$ cat src/rtl/axil_arbiter_rd.sv
// Round-robin AXI-Lite read-channel arbiter: holds a one-hot grant for one AR+R transaction.
// Optional watchdog abort enabled by defining AXIL_ARB_RD_TIMEOUT_EN.
module axil_arbiter_rd #(
  parameter int unsigned NUMBER_MASTER = 2,
  parameter int unsigned ARB_TIMEOUT   = 256
) (
  input  logic                     aclk,
  input  logic                     areset,
  input  logic [NUMBER_MASTER-1:0] m_axil_arvalid,
  input  logic                     s_axil_arvalid,
  input  logic                     s_axil_arready,
  input  logic                     s_axil_rvalid,
  input  logic                     s_axil_rready,
  output logic [NUMBER_MASTER-1:0] grant_rd,
  output logic                     busy,
  output logic                     timeout_err
);

  localparam int unsigned IDX_W = $clog2(NUMBER_MASTER);
  localparam logic [IDX_W-1:0] IDX_MAX = IDX_W'(NUMBER_MASTER - 1);

  typedef enum logic [1:0] {
    IDLE,
    ADDR,
    DATA
  } state_e;

  state_e                   state_q, state_d;
  logic [NUMBER_MASTER-1:0] grant_q, grant_d;
  logic                     busy_q, busy_d;
  logic [IDX_W-1:0]         last_idx_q, last_idx_d;
  logic [IDX_W-1:0]         gnt_idx_q, gnt_idx_d;

  logic                     ar_hs, r_hs;
  logic                     req_found;
  logic [IDX_W-1:0]         req_idx;
  logic [IDX_W-1:0]         cand;
  logic                     abort;

  assign ar_hs = s_axil_arvalid && s_axil_arready;
  assign r_hs  = s_axil_rvalid && s_axil_rready;

  // Search upward from last_idx+1 with explicit wrap so non-power-of-2 counts work.
  always_comb begin
    req_found = 1'b0;
    req_idx   = '0;
    cand      = last_idx_q;
    for (int i = 0; i < NUMBER_MASTER; i++) begin
      cand = (cand == IDX_MAX) ? '0 : cand + IDX_W'(1);
      if (!req_found && m_axil_arvalid[cand]) begin
        req_found = 1'b1;
        req_idx   = cand;
      end
    end
  end

`ifdef AXIL_ARB_RD_TIMEOUT_EN
  localparam int unsigned CNT_W = $clog2(ARB_TIMEOUT + 1);
  localparam logic [CNT_W-1:0] CNT_LAST = CNT_W'(ARB_TIMEOUT - 1);
  localparam logic [CNT_W-1:0] CNT_MAX  = CNT_W'(ARB_TIMEOUT);

  logic [CNT_W-1:0] cnt_q, cnt_d;
  logic             tmo_q, tmo_d;

  // Watchdog fires on the cycle whose increment would reach ARB_TIMEOUT.
  always_comb begin
    cnt_d = cnt_q;
    abort = 1'b0;
    if (state_q == IDLE) begin
      cnt_d = '0;
    end else begin
      abort = (cnt_q >= CNT_LAST);
      if (cnt_q != CNT_MAX) cnt_d = cnt_q + CNT_W'(1);
    end
    // A handshake on the same edge takes precedence over the abort.
    tmo_d = abort && !((state_q == ADDR) && ar_hs) && !((state_q == DATA) && r_hs);
  end

  always_ff @(posedge aclk) begin
    if (areset) begin
      cnt_q <= '0;
      tmo_q <= 1'b0;
    end else begin
      cnt_q <= cnt_d;
      tmo_q <= tmo_d;
    end
  end

  assign timeout_err = tmo_q;
`else
  assign abort       = 1'b0;
  assign timeout_err = 1'b0;
`endif

  always_comb begin
    state_d    = state_q;
    grant_d    = grant_q;
    busy_d     = busy_q;
    last_idx_d = last_idx_q;
    gnt_idx_d  = gnt_idx_q;
    case (state_q)
      IDLE: begin
        if (req_found) begin
          state_d   = ADDR;
          grant_d   = NUMBER_MASTER'(1) << req_idx;
          busy_d    = 1'b1;
          gnt_idx_d = req_idx;
        end
      end
      ADDR: begin
        if (ar_hs) begin
          state_d = DATA;
        end else if (abort) begin
          state_d    = IDLE;
          grant_d    = '0;
          busy_d     = 1'b0;
          last_idx_d = gnt_idx_q;
        end
      end
      DATA: begin
        if (r_hs || abort) begin
          state_d    = IDLE;
          grant_d    = '0;
          busy_d     = 1'b0;
          last_idx_d = gnt_idx_q;
        end
      end
      default: begin
        state_d = IDLE;
        grant_d = '0;
        busy_d  = 1'b0;
      end
    endcase
  end

  // Reset leaves last_idx at the top index so master 0 wins first.
  always_ff @(posedge aclk) begin
    if (areset) begin
      state_q    <= IDLE;
      grant_q    <= '0;
      busy_q     <= 1'b0;
      last_idx_q <= IDX_MAX;
      gnt_idx_q  <= '0;
    end else begin
      state_q    <= state_d;
      grant_q    <= grant_d;
      busy_q     <= busy_d;
      last_idx_q <= last_idx_d;
      gnt_idx_q  <= gnt_idx_d;
    end
  end

  assign grant_rd = grant_q;
  assign busy     = busy_q;

endmodule

$ cat config.mk
export PLATFORM = sky130hd
export DESIGN_NAME = axil_arbiter_rd
export DESIGN_NICKNAME = d
export VERILOG_FILES = /design/src/rtl/axil_arbiter_rd.sv
export SDC_FILE = /design/constraint.sdc
export NUM_CORES = 1
export LEC_CHECK = 0
export CAP_MARGIN = 5
export CORE_AREA = 3 3 40 42
export DETAILED_ROUTE_END_ITERATION = 8
export DIE_AREA = 0 0 43 45
export PLACE_DENSITY_LB_ADDON = 0.1
export REMOVE_ABC_BUFFERS = 1
export SYNTH_ARGS = -nofsm -noshare
export SYNTH_HDL_FRONTEND = slang
export SYNTH_SLANG_ARGS = --single-unit
$ cat constraint.sdc
create_clock -name aclk -period 2.7 [get_ports aclk]
set_input_delay 0.27 -clock aclk [delete_from_list [all_inputs] [get_ports aclk]]
set_output_delay 0.27 -clock aclk [all_outputs]
set_load 0.005 [all_outputs]
# Word level (Yosys, flattened, before mapping)
# Index checks and enable logic that the tools add are counted.
# word_totals
reg_bits	7
elab_cells	44
# op_classes
addsub	2
n_lt_le_gt_ge	2
eq_ne	5
n_shift	1
n_mux	19
n_bitwise	1
reduce_logical	9
# op_table
op	count
$mux W1	12
$pmux W2 S3	2
$mux W2	4
$ne A2 B2 Y1 const B	3
$reduce_and A3 Y1	2
$lt A1 B2 Y1 const B	2
$reduce_and A2 Y1	2
$logic_and A1 B1 Y1	3
$pmux W1 S3	1
$add A1 B1 Y1 const B	2
$eq A2 B1 Y1 const B	1
$eq A2 B2 Y1 const B	1
$logic_not A2 Y1	1
$shl A1 B1 Y2 const A	1
$logic_not A1 Y1	1
$not A1 Y1	1

# Logic depth before layout (Yosys ltp)
# logic_depth
depth_word	11
ltp_mapped	4
mapped_depth_nobuf	3

# Worst setup path after synthesis
# No wires, ideal clock.
# synth_path
path_kind	register -> register
startpoint	register state_q[1]
endpoint	register gnt_idx_q
setup_ns	0.125
arrival_ns	0.943
required_ns	2.575
setup_slack_ns	1.632
stages_incl_launch_ff	5
cell_sequence	dfxtp_1 -> buf_6 -> or3b_1 -> a22oi_1 -> nor2_1
# synth_via
elab_chain_cells	2
# synth_rtl
element	line_no	source
start: declaration	28	state_e state_q, state_d;
start signal: assignment	145	state_q <= state_d;
$logic_not A2 Y1	101	case (state_q)
$reduce_and A2 Y1 (no line)	n/a	
end signal: assignment	149	gnt_idx_q <= gnt_idx_d;
end: declaration	32	logic [IDX_W-1:0] gnt_idx_q, gnt_idx_d;
# No other way between the ends.
# A chain may end at the register's enable or synchronous reset.

# Worst setup path in the final report
# layout_path
startpoint	register grant_q[0], in the netlist grant_rd[0]
endpoint	output port grant_rd[0]
# layout_lines
element	line_no	source
start: declaration	29	logic [NUMBER_MASTER-1:0] grant_q, grant_d;
start signal: assignment	146	grant_q <= grant_d;
end: declaration	14	output logic [NUMBER_MASTER-1:0] grant_rd,
# No word-level cell between the ends.

==> impl_metrics.py <==
metrics = {
    "timing": {
        "finalHoldViolations": 0,
        "finalHoldWorstSlack_ns": 0.497,
        "drv_slew": 0,
        "finalCritPeriodShare": 0.508,
        "fin_tns_setup_ns": 0,
        "rsz0062_at_grt": "false",
        "fmax_mhz": 729,
        "fin_worst_skew_ns": 0.00110,
        "min_period_ns": 1.37,
        "finalSetupViolCount": 0,
    },
    "pwr": {
        "power.internal_uw": 194,
        "p_sw_uw": 66.4,
        "power_frac_seq": 0.457,
        "p_leak_nw": 0.167,
        "cellPowerDensity_nw_per_um2": 549,
        "combPwrFrac": 0.168,
        "clkPwrFrac": 0.375,
        "power_switching_share": 0.255,
        "vdd_drop_max_uv": 228,
    },
    "floorplan": {
        "die_h_um": 45,
        "rows": 13,
        "start_util": 0.278,
        "core_sq_um": 1280,
        "dieArea_sq_um": 1940,
        "ioPinCount": 12,
        "fp.dieW_um": 43,
    },
    "route": {
        "dr.pass1.iters": 4,
        "viasPerCell": 5.09,
        "ant_nets": 0,
        "wire_per_inst_um": 12.2,
        "vias": 336,
        "drc": 0,
        "drtIter0Drc": 10,
        "routed_wl_um": 806,
    },
    "layout": {
        "utilization": 0.369,
        "syn_to_final_growth_pct": 33.0,
        "layout-drive-gt1-share": 0.0588,
        "final_area_sq_um": 474,
        "finalNonFillerCells": 66,
        "fin_nets": 60,
        "antenna_cells": 0,
    },
    "critical_path": {
        "crit_path_max_incr_delay_ns": 0.51,
        "crit_buf_inv": 1,
        "rr_startpoint": "state_q[1]",
        "cpLargestDelayFamily": "buffers and inverters",
        "criticalPathCategory": "reg -> out",
        "crit_chain": "clkdlybuf4s50_1",
        "cp.depth": 1,
        "required_ns": 2.43,
        "crit_arrival_ns": 1.10,
        "end_kind": "output pin",
        "worst-path-max-fanout": 3,
        "r2r.worst_path.cells": 3,
        "crit_path_top_delay_cell": "clkdlybuf4s50_1",
        "reg2reg_slack_ns": 1.56,
        "r2r-end": "gnt_idx_q",
        "crit_path_start_kind": "flop",
    },
    "placement": {
        "gp_congestion": 0.814,
        "place_area_sq_um": 448,
        "dpl.hpwl_um": 609,
        "io_buffers": 10,
        "dp.cells": 62,
    },
    "grt": {
        "grt_pass1_vias": 267,
        "grt-ovfl-total": 0,
        "grt_antenna_before_repair": 0,
        "track_usage": 0.0875,
        "grt_pass1_wl_um": 1190,
        "grt_max_degree": 11,
    },
    "cts": {
        "postCtsSetupRepairBufs": 0,
        "cts_resized": 0,
        "hold_buffers": 0,
        "cts_tree": "built",
        "cts_root_buf": "clkbuf_4",
        "cts_sinks": 7,
        "htree_levels": 1,
        "cts_made_buffers": 3,
        "clock_latency_ns": 0.25,
        "clk_pin_slew_ns": 0.05,
        "cts_buffer_depth": 2,
    },
    "synth": {
        "synth.distinct_cells": 24,
        "yosysTopAreaCellShare": 0.393,
        "avgSynthCellArea_sq_um": 8.70,
        "synth_area_leaders": "dfxtp_1 (39%), nand2b_1 (7.0%), mux2i_1 (5.6%)",
        "syn-cell-area_sq_um": 357,
        "synth_seq_cells": 7,
        "yosysWarnings": 0,
        "syn_inst": 41,
        "seq_area_frac_synth": 0.393,
        "yosysTopAreaCell": "dfxtp_1",
    },
    "worst_hold_path": {
        "hold_end": "last_idx_q",
        "min_path_type": "reg -> reg",
        "whs_path_depth": 1,
        "min-delay-start": "last_idx_q",
    },
    "flow_run": {
        "maxCapViolCount": 0,
    },
    "outcome": {
        "outcome": "completed",
    },
}
per-stage QoR:
stage	setup WS, ns	total power [mW]
finish	1.33	0.260
detailed placement	1.17	0.165
floorplan	1.67	0.139
global placement	1.23	0.163
CTS	1.31	0.264
global route	1.27	0.274
routing by layer:
| layer | wire [um] | vias to the layer above | GRT usage | part of all wire |
|---|---|---|---|---|
| met5 | 0 | - | 0 | 0 |
| met4 | 5 | 0 | 0.0723 | 0.0062 |
| met3 | 48 | 2 | 0.0279 | 0.060 |
| met2 | 394 | 11 | 0.132 | 0.49 |
| met1 | 357 | 157 | 0.101 | 0.44 |
| li1 | - | 166 | - | - |
Yosys cell counts (all sizes together):
master,instances
a31oi,1
a21oi,2
nor4,2
o21ai,1
dfxtp,7
nor2b,1
a21boi,1
or3b,1
o32ai,2
nor3,1
buf,4
a211o,1
and3,1
inv,1
a22oi,2
mux2i,2
nor2,4
nand2,1
conb,1
nand4b,1
nand2b,4
cells by family after synthesis:
family / share of synthesized area
other: 0.0105
AOI/OAI and AO/OA: 0.196
buffers and inverters: 0.0877
DFF: 0.393
muxes: 0.0561
and+or+nand+nor: 0.256
power groups by stage:
stage / sequential, mW / clock, mW / combinational, mW
CTS: 0.119 / 0.101 / 0.0439
floorplan: 0.120 / 0 / 0.0187
global placement: 0.121 / 0 / 0.0424
global route: 0.121 / 0.106 / 0.0474
detailed placement: 0.121 / 0 / 0.0435
finish: 0.119 / 0.0976 / 0.0438
flip-flops by register name, indices dropped and copies added, names as in the netlist:
register	flops
last_idx_q	1
gnt_idx_q	1
busy	1
state_q	2
grant_rd	2
cell usage in the layout, fill, tap and decap left out, types with 2 or more instances in the layout:
master and instances:
mux2i_1 2, o32ai_1 2, clkdlybuf4s50_1 10, nand2b_1 4
a22oi_1 2, dfxtp_1 7, nor4_1 2, clkbuf_4 3
nor2_1 4, a21oi_1 2
final cells by class:
type / count / area (sq um)
Sequential cell: 7 / 140
Fill cell: 134 / 811
Multi-Input combinational cell: 29 / 185
Inverter: 1 / 3.75
Tap cell: 15 / 18.8
Clock buffer: 4 / 26.3
Timing Repair Buffer: 10 / 100
how the worst max path moves through the flow:
stage	startpoint	to	slack, ns
2_1_floorplan	state_q[1]	gnt_idx_q	1.67
3_3_place_gp	m_axil_arvalid[0]	gnt_idx_q	1.23
3_5_place_dp	m_axil_arvalid[0]	gnt_idx_q	1.17
4_1_cts	grant_rd[1]	grant_rd[1]	1.31
5_1_grt	grant_rd[0]	grant_rd[0]	1.27
6_report	grant_rd[0]	grant_rd[0]	1.33
(Power assumes the default switching activity.)
